$ cat src/rtl/pipe_skid_reg.sv
// pipe_skid_reg
//   Two-entry valid/ready pipeline register. A word is taken only on an
//   in_valid & in_ready handshake and is held until the downstream stage takes it.
//   The main entry drives out_data. The skid entry absorbs one extra word, so the
//   upstream side still gets a full cycle of ready even when out_ready deasserts.
//   Because of this, in_ready is decoded from state flops only and has no
//   combinational path from out_ready.
//
// Ports
//   i_clk        clock; all state changes on the rising edge
//   i_rst        synchronous active-high reset; takes priority over everything else
//   i_flush      synchronous kill of all held entries
//   i_in_valid   upstream word valid
//   o_in_ready   block can accept a word this cycle (decoded from state flops)
//   i_in_data    upstream payload
//   o_out_valid  o_out_data valid (decoded from state flops)
//   i_out_ready  downstream accepts o_out_data this cycle
//   o_out_data   oldest held word (main entry)
//   o_count      number of held words: 0, 1 or 2
module pipe_skid_reg #(
  parameter int WIDTH = 32
) (
  input  logic             i_clk,
  input  logic             i_rst,
  input  logic             i_flush,
  input  logic             i_in_valid,
  output logic             o_in_ready,
  input  logic [WIDTH-1:0] i_in_data,
  output logic             o_out_valid,
  input  logic             i_out_ready,
  output logic [WIDTH-1:0] o_out_data,
  output logic [1:0]       o_count
);

  // The state encoding equals the occupancy, so o_count is the state register itself.
  typedef enum logic [1:0] {
    EMPTY = 2'd0,
    ONE   = 2'd1,
    TWO   = 2'd2
  } state_t;

  state_t           r_state;
  state_t           w_nxt_state;
  logic [WIDTH-1:0] r_main;
  logic [WIDTH-1:0] r_skid;
  logic [WIDTH-1:0] w_main_d;
  logic             w_in_fire;
  logic             w_out_fire;
  logic             w_main_ld;
  logic             w_main_from_skid;
  logic             w_skid_ld;

  assign o_in_ready  = (r_state != TWO);
  assign o_out_valid = (r_state != EMPTY);
  assign o_count     = r_state;
  assign o_out_data  = r_main;

  assign w_in_fire  = i_in_valid & o_in_ready;
  assign w_out_fire = o_out_valid & i_out_ready;

  assign w_main_d = w_main_from_skid ? r_skid : i_in_data;

  always_comb begin
    w_nxt_state      = r_state;
    w_main_ld        = 1'b0;
    w_main_from_skid = 1'b0;
    w_skid_ld        = 1'b0;
    if (i_flush) begin
      // Any handshake in the same cycle is discarded.
      // A downstream pop still counts as consumed.
      w_nxt_state = EMPTY;
    end else begin
      case (r_state)
        EMPTY: begin
          if (w_in_fire) begin
            w_nxt_state = ONE;
            w_main_ld   = 1'b1;
          end
        end
        ONE: begin
          case ({w_in_fire, w_out_fire})
            2'b11: w_main_ld = 1'b1;
            2'b10: begin
              // Main is stalled, so the new word parks behind it.
              w_nxt_state = TWO;
              w_skid_ld   = 1'b1;
            end
            2'b01: w_nxt_state = EMPTY;
            default: ;
          endcase
        end
        TWO: begin
          if (w_out_fire) begin
            w_nxt_state      = ONE;
            w_main_ld        = 1'b1;
            w_main_from_skid = 1'b1;
          end
        end
        default: w_nxt_state = EMPTY;
      endcase
    end
  end

  always_ff @(posedge i_clk) begin
    if (i_rst) begin
      r_state <= EMPTY;
      r_main  <= '0;
      r_skid  <= '0;
    end else begin
      r_state <= w_nxt_state;
      if (w_main_ld) r_main <= w_main_d;
      if (w_skid_ld) r_skid <= i_in_data;
    end
  end

endmodule

$ cat config.mk
export PLATFORM = sky130hd
export DESIGN_NAME = pipe_skid_reg
export DESIGN_NICKNAME = d
export VERILOG_FILES = /design/src/rtl/pipe_skid_reg.sv
export SDC_FILE = /design/constraint.sdc
export NUM_CORES = 1
export LEC_CHECK = 0
export CORE_AREA = 8 8 76 127
export CTS_BUF_LIST = sky130_fd_sc_hd__clkbuf_16
export CTS_CLUSTER_DIAMETER = 80
export DETAILED_ROUTE_END_ITERATION = 10
export DIE_AREA = 0 0 84 135
export PLACE_DENSITY = 0.64
export SYNTH_ARGS = -nofsm -noshare
export SYNTH_HDL_FRONTEND = slang
export SYNTH_SLANG_ARGS = --single-unit
$ cat constraint.sdc
create_clock -name i_clk -period 3 [get_ports i_clk]
set_input_delay 0.6 -clock i_clk [delete_from_list [all_inputs] [get_ports i_clk]]
set_output_delay 0.6 -clock i_clk [all_outputs]
set_load 0.05 [all_outputs]
==> impl_metrics.xml, run 1 <==
<?xml version="1.0" encoding="UTF-8"?>
<metrics>
  <group name="placement">
    <metric name="post_dp_cell_area" unit="mm2">0.00381</metric>
    <metric name="detailed_place_hpwl" unit="um">5940</metric>
    <metric name="place.gp.congestion" unit="">0.786</metric>
    <metric name="dp_cell_count" unit="">456</metric>
    <metric name="portBuffers" unit="">72</metric>
  </group>
  <group name="route">
    <metric name="detailedRoute.firstPassIterationCount" unit="">4</metric>
    <metric name="remaining_routing_drc_violations" unit="">0</metric>
    <metric name="wirelength" unit="um">9400</metric>
    <metric name="vias_after_detailed_routing" unit="">2892</metric>
    <metric name="vias_per_cell" unit="">6.13</metric>
    <metric name="drtIter0Drc" unit="">275</metric>
    <metric name="antenna_violating_nets_post_route" unit="">0</metric>
    <metric name="route.detailed.wl_per_inst" unit="um">19.9</metric>
  </group>
  <group name="setup_path">
    <metric name="critPathSlowestCell" unit="">sky130_fd_sc_hd__a22o_1</metric>
    <metric name="timing.critical_path.from_type" unit="">input pin</metric>
    <metric name="timing.critical_path.arrival" unit="ns">2.71</metric>
    <metric name="critical_path.endpoint_type" unit="">flop</metric>
    <metric name="cpLargestDelayFamily" unit="">compound AO/OA/AOI/OAI gates</metric>
    <metric name="timing.critical_path.cells" unit="">clkdlybuf4s50_1, nand2b_1, a22o_1, a311oi_1</metric>
    <metric name="critical_path_peak_fanout" unit="">32</metric>
    <metric name="critical_path_buf_inv_count" unit="">1</metric>
    <metric name="worstPathRequired" unit="ns">3.14</metric>
    <metric name="criticalPathCategory" unit="">input pin to flop</metric>
    <metric name="worst_path_largest_cell_delay" unit="ns">1.00</metric>
  </group>
  <group name="synth">
    <metric name="yosys.cell_types.count" unit="">26</metric>
    <metric name="seq_area_frac_synth" unit="%">43.2</metric>
    <metric name="syn_area_per_cell" unit="um2">9.45</metric>
    <metric name="synthesis.yosys.warnings" unit="">0</metric>
    <metric name="synth.cell_area" unit="mm2">0.00306</metric>
    <metric name="synthesis.nets" unit="">361</metric>
    <metric name="post_synth_inst_count" unit="">324</metric>
    <metric name="ys_seq_elements" unit="">66</metric>
  </group>
  <group name="cts">
    <metric name="post_cts_resize_count" unit="">0</metric>
    <metric name="clock_sinks" unit="">66</metric>
    <metric name="clockBufferDepth" unit="">2</metric>
    <metric name="clk_transition_reported_paths" unit="ns">0.05</metric>
    <metric name="clk_latency" unit="ns">0.32</metric>
    <metric name="cts.repair_timing.setup_buffer_count" unit="">0</metric>
    <metric name="h-tree-depth" unit="">3</metric>
    <metric name="cts-buffers-inserted" unit="">9</metric>
    <metric name="tritoncts" unit="">done</metric>
    <metric name="post_cts_hold_buffer_count" unit="">0</metric>
    <metric name="cts_root_buf" unit="">sky130_fd_sc_hd__clkbuf_16</metric>
  </group>
  <group name="power">
    <metric name="vdd.ir_drop.worst" unit="V">0.000330</metric>
    <metric name="power.static_leakage" unit="uW">0.00128</metric>
    <metric name="power_per_cell_area" unit="mW/mm2">567</metric>
  </group>
  <group name="layout">
    <metric name="antenna_cells_inserted" unit="">0</metric>
    <metric name="stdcell_count" unit="">472</metric>
    <metric name="postLayoutCellArea" unit="mm2">0.00409</metric>
    <metric name="post_route_cells_drive_above_1_share" unit="%">8.90</metric>
    <metric name="layout_common_cells" unit="">sky130_fd_sc_hd__clkdlybuf4s50_1 (71), sky130_fd_sc_hd__dfxtp_1 (66), sky130_fd_sc_hd__a311oi_1 (64)</metric>
    <metric name="most_common_library_cell_in_the_layout_ignoring_fill_and_taps" unit="">sky130_fd_sc_hd__clkdlybuf4s50_1</metric>
    <metric name="areaGrowthSynthToFinish" unit="%">33.7</metric>
    <metric name="final_net_count" unit="">414</metric>
    <metric name="postLayoutCoreUtil" unit="%">51.7</metric>
  </group>
  <group name="grt">
    <metric name="grt_max_degree" unit="">40</metric>
    <metric name="antenna_found_initial" unit="">0</metric>
    <metric name="total_global_route_track_usage" unit="%">16.4</metric>
    <metric name="first_global_vias" unit="">2916</metric>
    <metric name="grt_remaining_overflow" unit="">0</metric>
    <metric name="grt_pass1_wl" unit="um">15200</metric>
  </group>
  <group name="floorplan">
    <metric name="die_w" unit="um">84</metric>
    <metric name="coreArea" unit="mm2">0.00791</metric>
    <metric name="fp.dieArea" unit="mm2">0.0113</metric>
    <metric name="initial_utilization" unit="%">38.7</metric>
    <metric name="die_height" unit="um">135</metric>
    <metric name="boundaryPins" unit="">73</metric>
    <metric name="num_rows" unit="">43</metric>
  </group>
  <group name="sta">
    <metric name="final-setup-viol-count" unit="">0</metric>
    <metric name="final.min_clock_period" unit="ns">2.57</metric>
    <metric name="slew_headroom" unit="%">14.4</metric>
    <metric name="timing_max_transition_violations_final" unit="">0</metric>
    <metric name="max_freq" unit="GHz">0.389</metric>
    <metric name="final.period_utilization" unit="%">85.7</metric>
    <metric name="finalClockSkew" unit="ns">0.00427</metric>
    <metric name="rsz0062_at_grt" unit="">false</metric>
    <metric name="fin_setup_tns" unit="ns">0</metric>
    <metric name="timing.final.hold_violations" unit="">0</metric>
    <metric name="worst_pin_slew" unit="ns">1.28</metric>
  </group>
  <group name="worst_hold_path">
    <metric name="hold_class" unit="">flop to flop</metric>
  </group>
  <group name="job">
    <metric name="cap_viol_max_count" unit="">0</metric>
  </group>
  <group name="run_status">
    <metric name="status" unit="">complete, no violations</metric>
  </group>
</metrics>
[logic make-up (layout without fill, tap and decap cells)]
logic type	Yosys count	in the layout	synth area share, %
simple gates	46	46	8.25
buf+inv	47	105	8.05
compound gates	132	132	29.8
flops	66	66	43.2
mux	33	33	10.8
[final timing paths]
path	start	end	slack [ns]	cells past startpoint
setup reg to reg	o_count[1]$_SDFFE_PP0P_	o_out_data[8]$_SDFFE_PP0P_	0.89	2
hold reg to reg	r_skid[11]$_SDFFE_PP0P_	r_skid[11]$_SDFFE_PP0P_	0.48	2
setup / recovery	i_out_ready	o_out_data[8]$_SDFFE_PP0P_	0.43	4
hold / removal	r_skid[11]$_SDFFE_PP0P_	r_skid[11]$_SDFFE_PP0P_	0.48	2
[metal layers]
layer | track usage, % | vias up | share of wire [%]
li1 | - | 1380 | -
met1 | 18.7 | 1406 | 40
met2 | 28.3 | 88 | 53
met3 | 2.29 | 18 | 4.2
met4 | 9.75 | 0 | 2.7
met5 | 0 | - | 0
[metrics by stage]
step / hold WS (ns) / power [uW] / setup WS, ns
2_1_floorplan: 0.454 / 1190 / 1.16
3_3_place_gp: 0.460 / 1350 / 0.182
3_5_place_dp: 0.469 / 1360 / 0.122
4_1_cts: 0.474 / 2340 / 0.453
5_1_grt: 0.502 / 2400 / 0.289
6_report: 0.476 / 2320 / 0.430
[flip-flops by register name (all words and copies together) (netlist names)]
register / count
o_count: 2
o_out_data: 32
r_skid: 32
[synthesized netlist by cell type]
library cell                number  area, um2
sky130_fd_sc_hd__nand4bb_1       1       11.3
sky130_fd_sc_hd__nor4bb_1        1       10.0
sky130_fd_sc_hd__nor2b_1         2       12.5
sky130_fd_sc_hd__buf_2           9       45.0
sky130_fd_sc_hd__clkbuf_1       29        109
sky130_fd_sc_hd__and4bb_1        1       12.5
sky130_fd_sc_hd__buf_8           1       15.0
sky130_fd_sc_hd__dfxtp_1        66       1320
sky130_fd_sc_hd__inv_2           1       3.75
sky130_fd_sc_hd__buf_6           2       22.5
sky130_fd_sc_hd__o21ai_0        27        135
sky130_fd_sc_hd__o21ai_1         5       25.0
sky130_fd_sc_hd__nor2_1          3       11.3
sky130_fd_sc_hd__or2_2           1       6.26
sky130_fd_sc_hd__a21oi_1        33        165
sky130_fd_sc_hd__nand2_1         2       7.51
sky130_fd_sc_hd__a22o_1          1       8.76
sky130_fd_sc_hd__a311oi_1       64        561
sky130_fd_sc_hd__or3b_2          1       8.76
sky130_fd_sc_hd__nand3_1        32        160
sky130_fd_sc_hd__nand2b_1        2       12.5
sky130_fd_sc_hd__mux2i_1        33        330
sky130_fd_sc_hd__buf_1           3       11.3
sky130_fd_sc_hd__a2111oi_0       1       8.76
sky130_fd_sc_hd__o21a_1          1       7.51
sky130_fd_sc_hd__buf_12          2       40.0
[layout make-up]
type | count | area (um2)
fillers | 734 | 3820
multi-input cells | 211 | 1520
flip-flops and latches | 66 | 1320
repair buffers | 88 | 861
clock buffers | 9 | 225
well taps | 90 | 113
clock inverters | 7 | 53.8
inverters | 1 | 3.75
[tightest hold or removal path: cells and delay by family (launching register included)]
kind	cells	cell delay (ns)
DFF	1	0.30
AOI/OAI and AO/OA	2	0.12
[report_power, final]
group	internal, uW	leakage, uW	switching (uW)	total, uW
clock network	626	0.000148	357	983
registers	913	0.000538	24.2	938
logic	153	0.000594	248	401
(Power assumes the default switching activity.)
==> run 2, diff against run 1 <==
--- a/config.mk
+++ b/config.mk
@@ -8,6 +8,7 @@
 export CORE_AREA = 8 8 76 127
 export CTS_BUF_LIST = sky130_fd_sc_hd__clkbuf_16
 export CTS_CLUSTER_DIAMETER = 80
+export CTS_CLUSTER_SIZE = 40
 export DETAILED_ROUTE_END_ITERATION = 10
 export DIE_AREA = 0 0 84 135
 export PLACE_DENSITY = 0.64
==> results of run 2 <==
Final layout, timing and power as in run 1 (identical DEF).
